File: src/rtl/br_pkg.sv
// ----------------------------------------------------------------------------
// br_pkg
//   Shared definitions for the reg_bank_mp register bank:
//     - default register width
//     - clear-sequencer state encoding
//     - write-port index constants (order also sets the priority: higher wins)
// ----------------------------------------------------------------------------
package br_pkg;

  localparam int XLEN_DEF = 32;

  typedef enum logic [1:0] {
    ST_CLEAR = 2'd0,
    ST_DONE  = 2'd1,
    ST_READY = 2'd2
  } br_state_e;

  // Write ports, lowest priority first.
  localparam int WP_WB  = 0;  // writeback
  localparam int WP_LD  = 1;  // load return
  localparam int NWPORT = 2;

endpackage

File: src/rtl/reg_bank_mp_clear_fsm.sv
// ----------------------------------------------------------------------------
// br_clear_fsm
//   Clear sequencer for reg_bank_mp. After reset, or after a clr request
//   accepted while the bank is usable, it sweeps every entry to zero, one
//   entry per cycle, then reports the bank usable again.
//
//   clk, rst   clock / asynchronous active-high reset
//   clr        clear request, honoured only while ready = 1
//   wr_req     any write enable from the data path this cycle
//   ready      1 = bank usable (DONE or READY)
//   wr_ok      data-path writes may commit at the next edge
//   clr_we     sweep write enable (zero into clr_addr)
//   clr_addr   entry being cleared this cycle
//   wr_err     sticky: write attempted while ready = 0; cleared by rst or clr
// ----------------------------------------------------------------------------
module br_clear_fsm
  import br_pkg::*;
#(
  parameter int NREG = 32,
  localparam int AW  = $clog2(NREG)
) (
  input  logic          clk,
  input  logic          rst,
  input  logic          clr,
  input  logic          wr_req,
  output logic          ready,
  output logic          wr_ok,
  output logic          clr_we,
  output logic [AW-1:0] clr_addr,
  output logic          wr_err
);

  localparam logic [AW-1:0] LAST = AW'(NREG - 1);

  br_state_e     state_q, state_d;
  logic [AW-1:0] ptr_q;

  // DONE is the one-cycle hand-over after the last entry was cleared; the
  // bank is usable from then on, which keeps the not-ready window at exactly
  // NREG cycles.
  always_comb begin
    state_d = state_q;
    unique case (state_q)
      ST_CLEAR: if (ptr_q == LAST) state_d = ST_DONE;
      ST_DONE:  state_d = clr ? ST_CLEAR : ST_READY;
      ST_READY: if (clr) state_d = ST_CLEAR;
      default:  state_d = ST_CLEAR;
    endcase
  end

  assign ready    = (state_q == ST_DONE) || (state_q == ST_READY);
  assign wr_ok    = ready && !clr;
  assign clr_we   = (state_q == ST_CLEAR);
  assign clr_addr = ptr_q;

  // NOTE: state registers use non-blocking assignments so every flop samples
  // pre-edge values regardless of process evaluation order.
  always_ff @(posedge clk or posedge rst) begin
    if (rst) begin
      state_q <= ST_CLEAR;
      ptr_q   <= '0;
      wr_err  <= 1'b0;
    end else begin
      state_q <= state_d;
      // NREG is a power of two, so the pointer wraps back to 0 after the
      // last entry and is already 0 when the next sweep begins.
      ptr_q   <= (state_q == ST_CLEAR) ? ptr_q + AW'(1) : '0;
      if (ready && clr)
        wr_err <= 1'b0;
      else if (!ready && wr_req)
        wr_err <= 1'b1;
    end
  end

endmodule

File: src/rtl/reg_bank_mp.sv
// ----------------------------------------------------------------------------
// reg_bank_mp
//   NREG x XLEN register bank: NRD combinational read ports, two synchronous
//   write ports (port 0 writeback, port 1 load return; port 1 wins on the
//   same address), and a clear sweep after reset or clr.
//
//   clk, rst   clock / asynchronous active-high reset
//   clr        clear request (sampled while ready = 1)
//   ready      1 = bank usable; 0 during the clear sweep
//   we0/wa0/wd0  write port 0 (writeback)
//   we1/wa1/wd1  write port 1 (load return)
//   ra         read addresses, port k at [k*AW +: AW]
//   rd         read data, port k at [k*XLEN +: XLEN]; all 0 while ready = 0
//   wr_err     sticky write-while-not-ready flag
//
//   Optional feature macro BR_BYPASS_EN: same-cycle write data is forwarded
//   to matching read ports (port 1 priority). Undefined: rd shows pre-edge
//   array contents.
// ----------------------------------------------------------------------------
module reg_bank_mp
  import br_pkg::*;
#(
  parameter int XLEN     = XLEN_DEF,
  parameter int NREG     = 32,
  parameter int NRD      = 2,
  parameter int ZERO_REG = 1,
  localparam int AW      = $clog2(NREG)
) (
  input  logic                clk,
  input  logic                rst,
  input  logic                clr,
  output logic                ready,
  input  logic                we0,
  input  logic [AW-1:0]       wa0,
  input  logic [XLEN-1:0]     wd0,
  input  logic                we1,
  input  logic [AW-1:0]       wa1,
  input  logic [XLEN-1:0]     wd1,
  input  logic [NRD*AW-1:0]   ra,
  output logic [NRD*XLEN-1:0] rd,
  output logic                wr_err
);

  logic [XLEN-1:0] mem [NREG];

  logic            wr_ok;
  logic            clr_we;
  logic [AW-1:0]   clr_addr;

  logic            wen   [NWPORT];
  logic [AW-1:0]   waddr [NWPORT];
  logic [XLEN-1:0] wdata [NWPORT];

  br_clear_fsm #(.NREG(NREG)) u_clear_fsm (
    .clk      (clk),
    .rst      (rst),
    .clr      (clr),
    .wr_req   (we0 || we1),
    .ready    (ready),
    .wr_ok    (wr_ok),
    .clr_we   (clr_we),
    .clr_addr (clr_addr),
    .wr_err   (wr_err)
  );

  // Per-port qualified enables; writes to entry 0 vanish when it is hard-wired.
  always_comb begin
    waddr[WP_WB] = wa0;
    wdata[WP_WB] = wd0;
    waddr[WP_LD] = wa1;
    wdata[WP_LD] = wd1;
    wen[WP_WB]   = we0 && wr_ok && !(ZERO_REG != 0 && wa0 == '0);
    wen[WP_LD]   = we1 && wr_ok && !(ZERO_REG != 0 && wa1 == '0);
  end

  // NOTE: the array has no reset; it is zeroed by the clear sweep instead,
  // which lets it map onto plain storage. Within one edge the later
  // non-blocking assignment wins, so iterating ports in index order gives
  // the load-return port priority on a shared address.
  always_ff @(posedge clk) begin
    if (clr_we) begin
      mem[clr_addr] <= '0;
    end else begin
      for (int p = 0; p < NWPORT; p++)
        if (wen[p]) mem[waddr[p]] <= wdata[p];
    end
  end

  always_comb begin
    rd = '0;
    for (int k = 0; k < NRD; k++) begin
      automatic logic [AW-1:0]   a = ra[k*AW +: AW];
      automatic logic [XLEN-1:0] v = mem[a];
`ifdef BR_BYPASS_EN
      // Forward only writes that will actually commit at the coming edge.
      if (wen[WP_LD] && waddr[WP_LD] == a)
        v = wdata[WP_LD];
      else if (wen[WP_WB] && waddr[WP_WB] == a)
        v = wdata[WP_WB];
`endif
      if (!ready || (ZERO_REG != 0 && a == '0))
        v = '0;
      rd[k*XLEN +: XLEN] = v;
    end
  end

endmodule

File: config.mk
export PLATFORM = sky130hd
export DESIGN_NAME = reg_bank_mp
export DESIGN_NICKNAME = d
export VERILOG_FILES = /design/src/rtl/br_pkg.sv /design/src/rtl/reg_bank_mp_clear_fsm.sv /design/src/rtl/reg_bank_mp.sv
export SDC_FILE = /design/constraint.sdc
export NUM_CORES = 2
export LEC_CHECK = 0
export ABC_AREA = 0
export CAP_MARGIN = 25
export CORE_ASPECT_RATIO = 1.25
export CORE_MARGIN = 2
export CORE_UTILIZATION = 35
export CTS_CLUSTER_SIZE = 20
export DETAILED_ROUTE_END_ITERATION = 10
export PLACE_DENSITY = 0.49
export SLEW_MARGIN = 15
export SYNTH_ARGS = -nofsm -noshare
export SYNTH_HDL_FRONTEND = slang
export SYNTH_SLANG_ARGS = --single-unit
File: constraint.sdc
create_clock -name clk -period 5.75 [get_ports clk]
set_input_delay 0.575 -clock clk [delete_from_list [all_inputs] [get_ports clk]]
set_output_delay 0.575 -clock clk [all_outputs]
set_load 0.01 [all_outputs]
==> flow_summary.yaml <==
yosys:
  synth_cells: 5409
  synth-seq-cells: 1032
  syn-num-nets: 5503
  avgSynthCellArea_um2: 11.1
  synth_warnings: 0
  synth_async_sr_flop_share: 0.00775
  synth-edff-count: 1024
  ys_seq_area_frac: 0.518
  syn_area_um2: 59800
  synth_cell_types: 57
  ys.flop_type: "edfxtp_1"
global_route:
  grtUsageTotal: 0.295
  grt_pass1_wl_mm: 361
  antenna_found_initial: 16
  grt_start_max_net_pins: 90
  grt_overflow: 0
  grt_pass1_vias: 45100
cells_and_area:
  layout_common_cells: "nand2_1, edfxtp_1, o21ai_0"
  fillers: 16100
  area_growth_pct: 12.5
  nNetsFinal: 5330
  drive_gt1_frac: 0.174
  final_common_cell: "nand2_1"
worst_setup_path:
  arrival_ns: 4.82
  crit_type: "register to output port"
  critPathSlowestCell: "and2_2"
  worstPathMaxFanout: 18
  worst_r2r_endpoint: "mem[26][6]"
  r2r-start: "u_clear_fsm.state_q[0]"
  worstSetupEndpointType: "output port"
  path_buf_inv: 4
  crit_chain: "inv_1, ha_1, nor3b_2, buf_4, and2_2, buf_4, nand2_1, nand4_1, clkdlybuf4s50_1"
  cpMostUsedCell: "buf_4"
  worstPathRequired_ns: 5.18
  reg2reg_slack_ns: 1.44
  cp_top_family: "simple AND/OR/NAND/NOR gates"
  r2r_cells: 9
  crit_path_max_incr_delay_ns: 0.92
  critPathLaunchType: "register"
placement:
  pre_cts_ws_ns: 1.09
  gp_congestion: 0.862
  hpwlAfterDp_mm: 158
  portBuffers: 154
route:
  drt_iter0_markers: 6101
  dr_total_vias: 46800
  viasPerCell: 6.19
  ant_nets: 0
  drc_errors: 0
  wirelength_mm: 262
  drt-pass1-iter-count: 8
  wire_per_inst_um: 34.7
run:
  max_cap_viol_count: 0
pwr:
  leakage_nw: 22.5
  ir_drop_mv: 0.227
  power.density_nw_per_um2: 306
clocking:
  postCtsSetupBuffers: 0
  clk_latency_ns: 0.76
  cts-root-buf: "clkbuf_16"
  cts-buffers-inserted: 113
  cts.clk_slew.worst_paths_ns: 0.06
  clk_path_buf_depth: 3
  cts_sinks: 1032
  holdBufCountCts: 0
  postCtsResizedCells: 0
  h-tree-depth: 3
  cts_tree: "yes"
die:
  die-area_um2: 174000
  core_area_um2: 170000
  die_x_um: 374
  fp-row-count: 169
  dieHeight_um: 466
  start_util: 0.352
  ios: 155
timing:
  finalCritPeriodShare: 0.938
  rsz0062_at_grt: "false"
  min_period_ns: 5.40
  finalHoldViolCount: 0
  finalSetupViolCount: 0
  setup_tns_ns: 0
  fmax_ghz: 0.185
  setup_ws_ns: 0.354
  relSlewSlack: 0.195
  finClkSkew_ns: 0.0224
  final_max_slew_viol_count: 0
  tightest_slew_ns: 1.21
worst_hold_path:
  hp-class: "input pin to asynchronous set/reset pin"
outcome:
  status: "finished, final reports clean"
[registers in the layout, summed over array words and instances, names as in the netlist]
name and cells:
u_clear_fsm.clr_addr 5, mem 1024, u_clear_fsm.wr_err 1, u_clear_fsm.state_q 2
[worst max-delay path by stage]
stage / depth (start not counted) / slack, ns / startpoint / endpoint
3_3_place_gp: 8 / 1.14 / ra[9] / rd[50]
2_1_floorplan: 8 / 1.82 / u_clear_fsm.state_q[1] / mem[16][0]
6_report: 9 / 0.35 / u_clear_fsm.state_q[0] / rd[50]
5_1_grt: 9 / 0.31 / u_clear_fsm.state_q[0] / rd[50]
3_5_place_dp: 8 / 1.09 / ra[9] / rd[50]
4_1_cts: 9 / 0.33 / u_clear_fsm.state_q[0] / rd[50]
[cell usage after synthesis (all sizes together) (40+ instances only)]
library cell	count	area [um2]
nand2	1098	4220
o22ai	67	419
mux2	196	2210
clkbuf	365	1400
mux2i	261	2610
a22oi	162	1220
nand4	65	407
o21ai	1059	5300
inv	40	150
edfxtp	1024	30700
mux4	252	5680
buf	291	1710
nor2b	70	438
a211oi	64	480
nand3	98	490
[cells by family (layout without fill, tap and decap cells)]
| logic type | after synthesis | count (layout) | synth area share |
|---|---|---|---|
| other | 0 | 6 | 0 |
| AND/OR/NAND/NOR | 1471 | 1471 | 0.109 |
| XOR/XNOR | 2 | 2 | 0.000293 |
| AO/OA/AOI/OAI | 1494 | 1494 | 0.143 |
| flip-flops | 1032 | 1032 | 0.518 |
| adder cells (fa/ha/maj) | 5 | 5 | 0.00105 |
| buffers and inverters | 696 | 612 | 0.0545 |
| multiplexers | 709 | 709 | 0.175 |
[worst reg2reg max path, delay by kind of cell, from the launching register on]
kind            cells  cell delay (ns)
buf+inv             4             1.20
flops               1             0.38
fa+ha+maj           1             0.72
compound gates      3             1.27
simple gates        1             0.33
[power by group]
| part | internal (mW) | switching, mW | total, mW | leakage, nW |
|---|---|---|---|---|
| registers | 9.02 | 0.302 | 9.32 | 10.0 |
| clock network | 3.74 | 3.18 | 6.92 | 1.62 |
| logic | 1.46 | 2.90 | 4.37 | 10.8 |
| total | 14.2 | 6.39 | 20.6 | 22.5 |
[layout make-up]
class	instances	area, um2	share of cell area
flip-flops and latches	1032	30900	0.460
multi-input cells	3681	26300	0.391
repair buffers	368	3780	0.0562
clock buffers	144	2970	0.0441
well taps	2223	2780	0.0413
clock inverters	60	359	0.00534
inverters	40	150	0.00223
diodes	6	15.0	0.000223
[layer usage]
layer | wire length [um] | GRT usage | vias to the layer above
met2 | 125000 | 0.495 | 2640
met3 | 22500 | 0.0444 | 675
met5 | 31 | 0 | -
li1 | - | - | 19900
met4 | 15200 | 0.150 | 6
met1 | 99700 | 0.372 | 23500
[stage by stage]
stage / hold WS (ns) / area [um2] / power (mW) / cells / util
2_1_floorplan: 0.391 / 59800 / 11.4 / 5409 / -
3_3_place_gp: 0.551 / 63500 / 13.7 / 7317 / 0.374
3_5_place_dp: 0.555 / 63900 / 13.8 / 7341 / 0.376
4_1_cts: 0.0808 / 67200 / 20.6 / 7545 / 0.396
5_1_grt: 0.144 / 67300 / 21.1 / 7550 / 0.396
6_report: 0.110 / 67300 / 20.6 / 7554 / 0.396
No activity file was read; power rests on OpenSTA's default activity.
